### config.mk
export PLATFORM = sky130hd
export DESIGN_NAME = quad_up_down_decoder
export DESIGN_NICKNAME = d
export VERILOG_FILES = /design/src/rtl/quad_up_down_decoder.sv
export SDC_FILE = /design/constraint.sdc
export NUM_CORES = 1
export LEC_CHECK = 0
export CAP_MARGIN = 20
export CORE_AREA = 4 4 53 55
export CTS_BUF_LIST = sky130_fd_sc_hd__clkbuf_4
export CTS_CLUSTER_SIZE = 16
export DETAILED_ROUTE_END_ITERATION = 10
export DIE_AREA = 0 0 57 59
export GPL_ROUTABILITY_DRIVEN = 0
export SYNTH_ARGS = -nofsm -noshare
export SYNTH_HDL_FRONTEND = slang
export SYNTH_SLANG_ARGS = --single-unit
### constraint.sdc
create_clock -name clk_i -period 3.42 [get_ports clk_i]
set_clock_uncertainty 0.15 [all_clocks]
set_input_delay 1.026 -clock clk_i [delete_from_list [all_inputs] [get_ports clk_i]]
set_output_delay 1.026 -clock clk_i [all_outputs]
set_load 0.05 [all_outputs]
### src/rtl/quad_up_down_decoder.sv
// Quadrature up/down decoder.
// Synchronizes asynchronous A/B phase inputs, decodes each Gray-code step
// (00->01->11->10->00 is up, the reverse is down) and keeps a modulo-MODULO
// position count. The count can be loaded synchronously. Step and wrap are
// one-cycle strobes. Err is sticky and records any double-bit phase jump.
//
// Ports:
//   clk_i      rising-edge clock
//   rst_ni     asynchronous active-low reset
//   qa_i/qb_i  phase A/B, asynchronous to clk_i
//   load_i     load din_i into the count; din_i >= MODULO clamps to MODULO-1
//   din_i      load value
//   clr_err_i  clears the sticky error; a same-cycle illegal jump wins
//   dout_o     position count, 0..MODULO-1
//   dir_o      direction of the last valid step (1 = up)
//   step_o     one-cycle pulse per counted step
//   wrap_o     one-cycle pulse when a step wraps the count
//   err_o      sticky illegal-transition flag
module quad_up_down_decoder #(
  parameter int unsigned WIDTH       = 4,
  parameter int unsigned MODULO      = 10,
  parameter int unsigned SYNC_STAGES = 2
) (
  input  logic             clk_i,
  input  logic             rst_ni,
  input  logic             qa_i,
  input  logic             qb_i,
  input  logic             load_i,
  input  logic [WIDTH-1:0] din_i,
  input  logic             clr_err_i,
  output logic [WIDTH-1:0] dout_o,
  output logic             dir_o,
  output logic             step_o,
  output logic             wrap_o,
  output logic             err_o
);

  localparam logic [WIDTH-1:0] MaxCount = WIDTH'(MODULO - 1);
  localparam int unsigned      InitCntW = $clog2(SYNC_STAGES + 1);
  localparam logic [InitCntW-1:0] InitLast = InitCntW'(SYNC_STAGES);

  typedef enum logic [0:0] {StInit, StRun} state_e;

  state_e                 state_q, state_d;
  logic [InitCntW-1:0]    init_cnt_q, init_cnt_d;
  logic [SYNC_STAGES-1:0] qa_sync_q, qb_sync_q;
  logic [1:0]             prev_q;
  logic [1:0]             cur;
  logic [WIDTH-1:0]       dout_q, dout_d;
  logic                   dir_q, dir_d;
  logic                   step_q, step_d;
  logic                   wrap_q, wrap_d;
  logic                   err_q, err_d;
  logic                   step_up, step_dn, illegal;

  assign cur = {qa_sync_q[SYNC_STAGES-1], qb_sync_q[SYNC_STAGES-1]};

  // Init holds off decoding until the synchronizer has flushed the zeros it
  // was reset to, so a phase level held across reset release becomes the
  // baseline instead of looking like a transition.
  always_comb begin
    state_d    = state_q;
    init_cnt_d = init_cnt_q;
    unique case (state_q)
      StInit: begin
        init_cnt_d = init_cnt_q + InitCntW'(1);
        if (init_cnt_q == InitLast) begin
          state_d = StRun;
        end
      end
      StRun:   state_d = StRun;
      default: state_d = StInit;
    endcase
  end

  always_comb begin
    step_up = 1'b0;
    step_dn = 1'b0;
    illegal = 1'b0;
    if (state_q == StRun) begin
      case ({prev_q, cur})
        4'b00_01, 4'b01_11, 4'b11_10, 4'b10_00: step_up = 1'b1;
        4'b01_00, 4'b11_01, 4'b10_11, 4'b00_10: step_dn = 1'b1;
        4'b00_11, 4'b11_00, 4'b01_10, 4'b10_01: illegal = 1'b1;
        default: ;
      endcase
    end
  end

  always_comb begin
    dout_d = dout_q;
    dir_d  = dir_q;
    step_d = 1'b0;
    wrap_d = 1'b0;
    err_d  = err_q;
    if (clr_err_i) err_d = 1'b0;
    if (illegal)   err_d = 1'b1;
    // Load beats a same-cycle step; prev_q still tracks so it is not replayed.
    if (load_i) begin
      dout_d = (din_i > MaxCount) ? MaxCount : din_i;
    end else if (step_up) begin
      dir_d  = 1'b1;
      step_d = 1'b1;
      if (dout_q == MaxCount) begin
        dout_d = '0;
        wrap_d = 1'b1;
      end else begin
        dout_d = dout_q + WIDTH'(1);
      end
    end else if (step_dn) begin
      dir_d  = 1'b0;
      step_d = 1'b1;
      if (dout_q == '0) begin
        dout_d = MaxCount;
        wrap_d = 1'b1;
      end else begin
        dout_d = dout_q - WIDTH'(1);
      end
    end
  end

  always_ff @(posedge clk_i or negedge rst_ni) begin
    if (!rst_ni) begin
      state_q    <= StInit;
      init_cnt_q <= '0;
      qa_sync_q  <= '0;
      qb_sync_q  <= '0;
      prev_q     <= 2'b00;
      dout_q     <= '0;
      dir_q      <= 1'b1;
      step_q     <= 1'b0;
      wrap_q     <= 1'b0;
      err_q      <= 1'b0;
    end else begin
      state_q    <= state_d;
      init_cnt_q <= init_cnt_d;
      qa_sync_q  <= {qa_sync_q[SYNC_STAGES-2:0], qa_i};
      qb_sync_q  <= {qb_sync_q[SYNC_STAGES-2:0], qb_i};
      prev_q     <= cur;
      dout_q     <= dout_d;
      dir_q      <= dir_d;
      step_q     <= step_d;
      wrap_q     <= wrap_d;
      err_q      <= err_d;
    end
  end

  assign dout_o = dout_q;
  assign dir_o  = dir_q;
  assign step_o = step_q;
  assign wrap_o = wrap_q;
  assign err_o  = err_q;

endmodule
# [Yosys cells after proc, flatten, opt, wreduce, memory -nomap -nowiden]
# Index checks and enable logic that the tools add are counted.
[word_totals] register_bits=17 inputBits=10 output_inout_bits=8
[op_classes] addsub=3 order_cmp=1 n_eq_ne=14 muxes=26 bitwise_logic=2 reduce_logical=8
[op_table] cell="4-bit == test, second input constant" count=7
[op_table] cell="4-bit two-way mux" count=6
[op_table] cell="1-bit two-way mux" count=19
[op_table] cell="4-bit by 3-bit == test with 1-bit output, second input constant" count=3
[op_table] cell="4-bit OR reduction" count=3
[op_table] cell="4-bit by 2-bit == test with 1-bit output, second input constant" count=2
[op_table] cell="4-bit by 1-bit adder with 4-bit output, second input constant" count=1
[op_table] cell="4-bit by 1-bit == test with 1-bit output, second input constant" count=1
[op_table] cell="4-bit greater-than comparator, second input constant" count=1
[op_table] cell="4-bit logical NOT" count=1
[op_table] cell="2-bit nonzero test" count=2
[op_table] cell="4-bit by 1-bit subtractor with 4-bit output, second input constant" count=1
[op_table] cell="3-bit nonzero test" count=1
[op_table] cell="2-bit by 1-bit adder with 2-bit output, second input constant" count=1
[op_table] cell="2-bit == test, second input constant" count=1
[op_table] cell="1-bit inverter" count=2
[op_table] cell="1-bit case mux with 2 select lines" count=1
[op_table] cell="2-bit AND reduction" count=1

# [Longest topological paths before layout]
[logic_depth] depth_word=7 mapped_depth=6

# [Worst setup path before layout]
# OpenSTA, ideal clock, no wires.
[synth_path] kind="register to output" startpoint="register dout_q[3], in the netlist dout_o[3]" endpoint="output port dout_o[3]" t_arrival_ns=0.684 required_ns=2.244 path_slack_ns=1.560 stages_incl_launch_ff=1 path_cell_list="dfrtp_1"
[synth_lines] item="from (decl)" line="49" text="logic [WIDTH-1:0] dout_q, dout_d;"
[synth_lines] item="from (signal assigned)" line="140" text="dout_q <= dout_d;"
[synth_lines] item="to (decl)" line="31" text="output logic [WIDTH-1:0] dout_o,"
# No word-level cell between the ends.

# [Worst setup path in the final report]
[layout_path] startpoint="register dout_q[2], in the netlist dout_o[2]" endpoint="output port dout_o[2]"
# No word-level cell between the ends.

==> results by group <==
Clocking
  • CTS Hold Buffers Added: 0
  • CTS Buffer Depth: 2
  • Clock latency on the worst-skew pair: 0.29 ns
  • Clk root buf: clkbuf_4
  • CTS buffer count: 3
  • Buffer count from post-CTS setup fixing: 0
  • Clock-pin slew on the worst setup and hold paths: 0.11 ns
  • CTS Sinks: 17
  • H-tree depth: 1
  • CTS tree: built
  • Post-cts gate resize count: 0

Drt
  • Vias: 659
  • Total wire length: 1.540 mm
  • DR vias/cell: 5.069
  • Remaining DRCs: 0
  • DRT Pass-1 Iters: 4
  • DRT iter0 DRCs: 8
  • Drt wl/cell: 11.85 µm
  • Antenna-violating nets left: 0

Place
  • IO Port Bufs: 17
  • Cells after DPL: 126
  • Placed Area: 1055 µm²
  • DP HPWL: 1.160 mm
  • Setup WS pre-CTS: 0.8511 ns

STA
  • Final hold slack: 0.2134 ns
  • Rel. slew slack: 51.55%
  • Fin. Hold Viols: 0
  • RSZ-0062 raised after global routing: no
  • Tcrit/Tclk final: 84.67%
  • Final Max Tran Viols: 0
  • Shortest period the worst path allows: 2.896 ns
  • Fin worst setup slack: 0.5244 ns
  • Worst Tran Pin Value: 0.7245 ns
  • Final setup viols: 0
  • Max Clk Rate: 345.3 MHz
  • Fin Setup TNS: 0 ns

Global route
  • First-pass GRT wire length: 2.622 mm
  • Largest net degree at the start of global routing: 18
  • Global route overflow: 0
  • Total track usage: 10.19%
  • Initial antenna violation count: 0
  • Vias in the first global route: 607

Worst setup path
  • Crit. End Element: output port
  • Master of the slowest instance on the critical path: clkdlybuf4s50_1
  • Element type at the critical path start: flop
  • Crit path kind: reg -> out
  • Crit path cell chain: clkdlybuf4s50_1
  • Crit Path Max Fanout: 12
  • CP Buf/Inv Count: 1
  • Critical Path Max Stage Delay: 0.87 ns
  • Worst EP required: 2.24 ns
  • CP top delay family: buffers and inverters
  • Crit path arrival time: 1.72 ns

Die
  • Core Area: 2387 µm²
  • Site Rows: 18
  • Die height: 59 µm
  • I/O pins: 18
  • DIE AREA: 3363 µm²
  • Initial Util: 37.47%
  • Horiz. Die Dim: 57 µm

Synth
  • Ranking of synthesized cells by area: dfrtp_1, xnor2_1, o21ai_0
  • Post-synth top area share: 44.76%
  • Synth Register Bits: 17
  • Synth Instances: 84
  • Count of cell types in the netlist: 36
  • Syn avg cell area: 10.65 µm²
  • Sequential fraction of the synthesis area: 47.69%
  • Post-Syn Area: 894.6 µm²
  • Synth area leader: dfrtp_1
  • Mapped Nets: 95
  • Yosys warnings: 0

Final layout
  • Share of cells above drive strength 1: 10.00%
  • # diodes: 0
  • Area growth syn-to-layout: 21.26%
  • Fin cells: 130
  • Final Util: 45.44%
  • Final instance area: 1085 µm²
  • Nets: 112

Power and ir drop
  • Leak: 0.4524 nW
  • Pwr dens: 529.9 nW/µm²
  • Power Total: 0.5749 mW
  • Max rail drop VDD: 265.6 µV

Min path
  • Worst hold path class: reg -> reg

Flow run
  • Max-cap violations: 0

Run status
  • Status: finished, final reports clean
report_power, final:
part,switching (mW),internal (mW),total (mW)
logic,0.119,0.0877,0.207
registers,0.0329,0.223,0.256
clock network,0.0675,0.0444,0.112
Yosys cell counts (all sizes together):
library cell / count
nand2: 4
ha: 1
nand3: 4
clkbuf: 2
o21bai: 1
clkdlybuf4s18: 1
mux2i: 2
and3: 1
inv: 6
xor2: 2
nor3: 2
mux2: 1
o211ai: 1
a311oi: 2
dfrtp: 16
nor2: 5
o221ai: 1
o2bb2ai: 1
nand4: 2
or2: 1
a21boi: 1
a22o: 2
a21oi: 1
o22ai: 1
and2: 2
buf: 2
xnor2: 7
dfstp: 1
nor2b: 1
o21ai: 8
a2bb2oi: 1
a211oi: 1
cell usage in the layout, fill, tap and decap left out, types with 2 or more instances in the layout:
| master | instances |
|---|---|
| clkbuf_4 | 3 |
| inv_1 | 6 |
| dfrtp_1 | 16 |
| nand3_1 | 3 |
| o21ai_0 | 7 |
| xnor2_1 | 7 |
| nor2_1 | 5 |
| nor3_1 | 2 |
| a22o_1 | 2 |
| nand4_1 | 2 |
| clkdlybuf4s50_1 | 17 |
| mux2i_1 | 2 |
| a311oi_1 | 2 |
| nand2_1 | 4 |
path summary, 6_finish.rpt:
kind                                             start                        end  slack, ns  cells past startpoint
max in group asynchronous                       rst_ni      dout_o[1]$_DFFE_PN0P_       1.66                      1
worst min-delay path            qb_sync_q[0]$_DFF_PN0_     qb_sync_q[1]$_DFF_PN0_       0.21                      0
worst min register to register  qb_sync_q[0]$_DFF_PN0_     qb_sync_q[1]$_DFF_PN0_       0.21                      0
min in group asynchronous                       rst_ni  init_cnt_q[1]$_DFFE_PN0N_       1.00                      1
worst max register to register  qa_sync_q[1]$_DFF_PN0_      dout_o[3]$_DFFE_PN0P_       1.66                      5
worst max-delay path             dout_o[2]$_DFFE_PN0P_                  dout_o[2]       0.52                      1
sequential cells by signal (all words and copies together), names as in the netlist:
name        cells
dout_o          4
step_o          1
state_q         1
qb_sync_q       2
prev_q          2
dir_o           1
init_cnt_q      2
wrap_o          1
qa_sync_q       2
err_o           1
kinds of logic (layout without fill, tap and decap cells):
kind of cell	after synthesis	after routing	synth area share (%)
buffers and inverters	11	27	7.832
muxes	3	3	3.916
xor gates and xnor gates	9	9	9.651
AOI/OAI and AO/OA	21	21	15.95
and+or+nand+nor	22	22	13.57
DFF	17	17	47.69
adders and majority gates	1	1	1.398
area by class of cell:
| class | count | area [µm²] |
|---|---|---|
| multi-input combinational | 56 | 397.9 |
| sequential | 17 | 426.7 |
| fill | 237 | 1303 |
| timing repair buffer | 17 | 170.2 |
| tap | 30 | 37.54 |
| clock buffer | 3 | 22.52 |
| inverter | 6 | 22.52 |
| clock inverter | 1 | 7.507 |
metal layers:
metal / track usage [%] / part of all wire (%) / routed length [µm] / vias up
met4: 5.298 / 0.97 / 15 / 0
met3: 3.268 / 4.5 / 70 / 2
met1: 13.00 / 47 / 729 / 320
met2: 15.50 / 47 / 724 / 11
li1: - / - / - / 326
met5: 0 / 0 / 0 / -
Power figures use the tool's default switching activity.
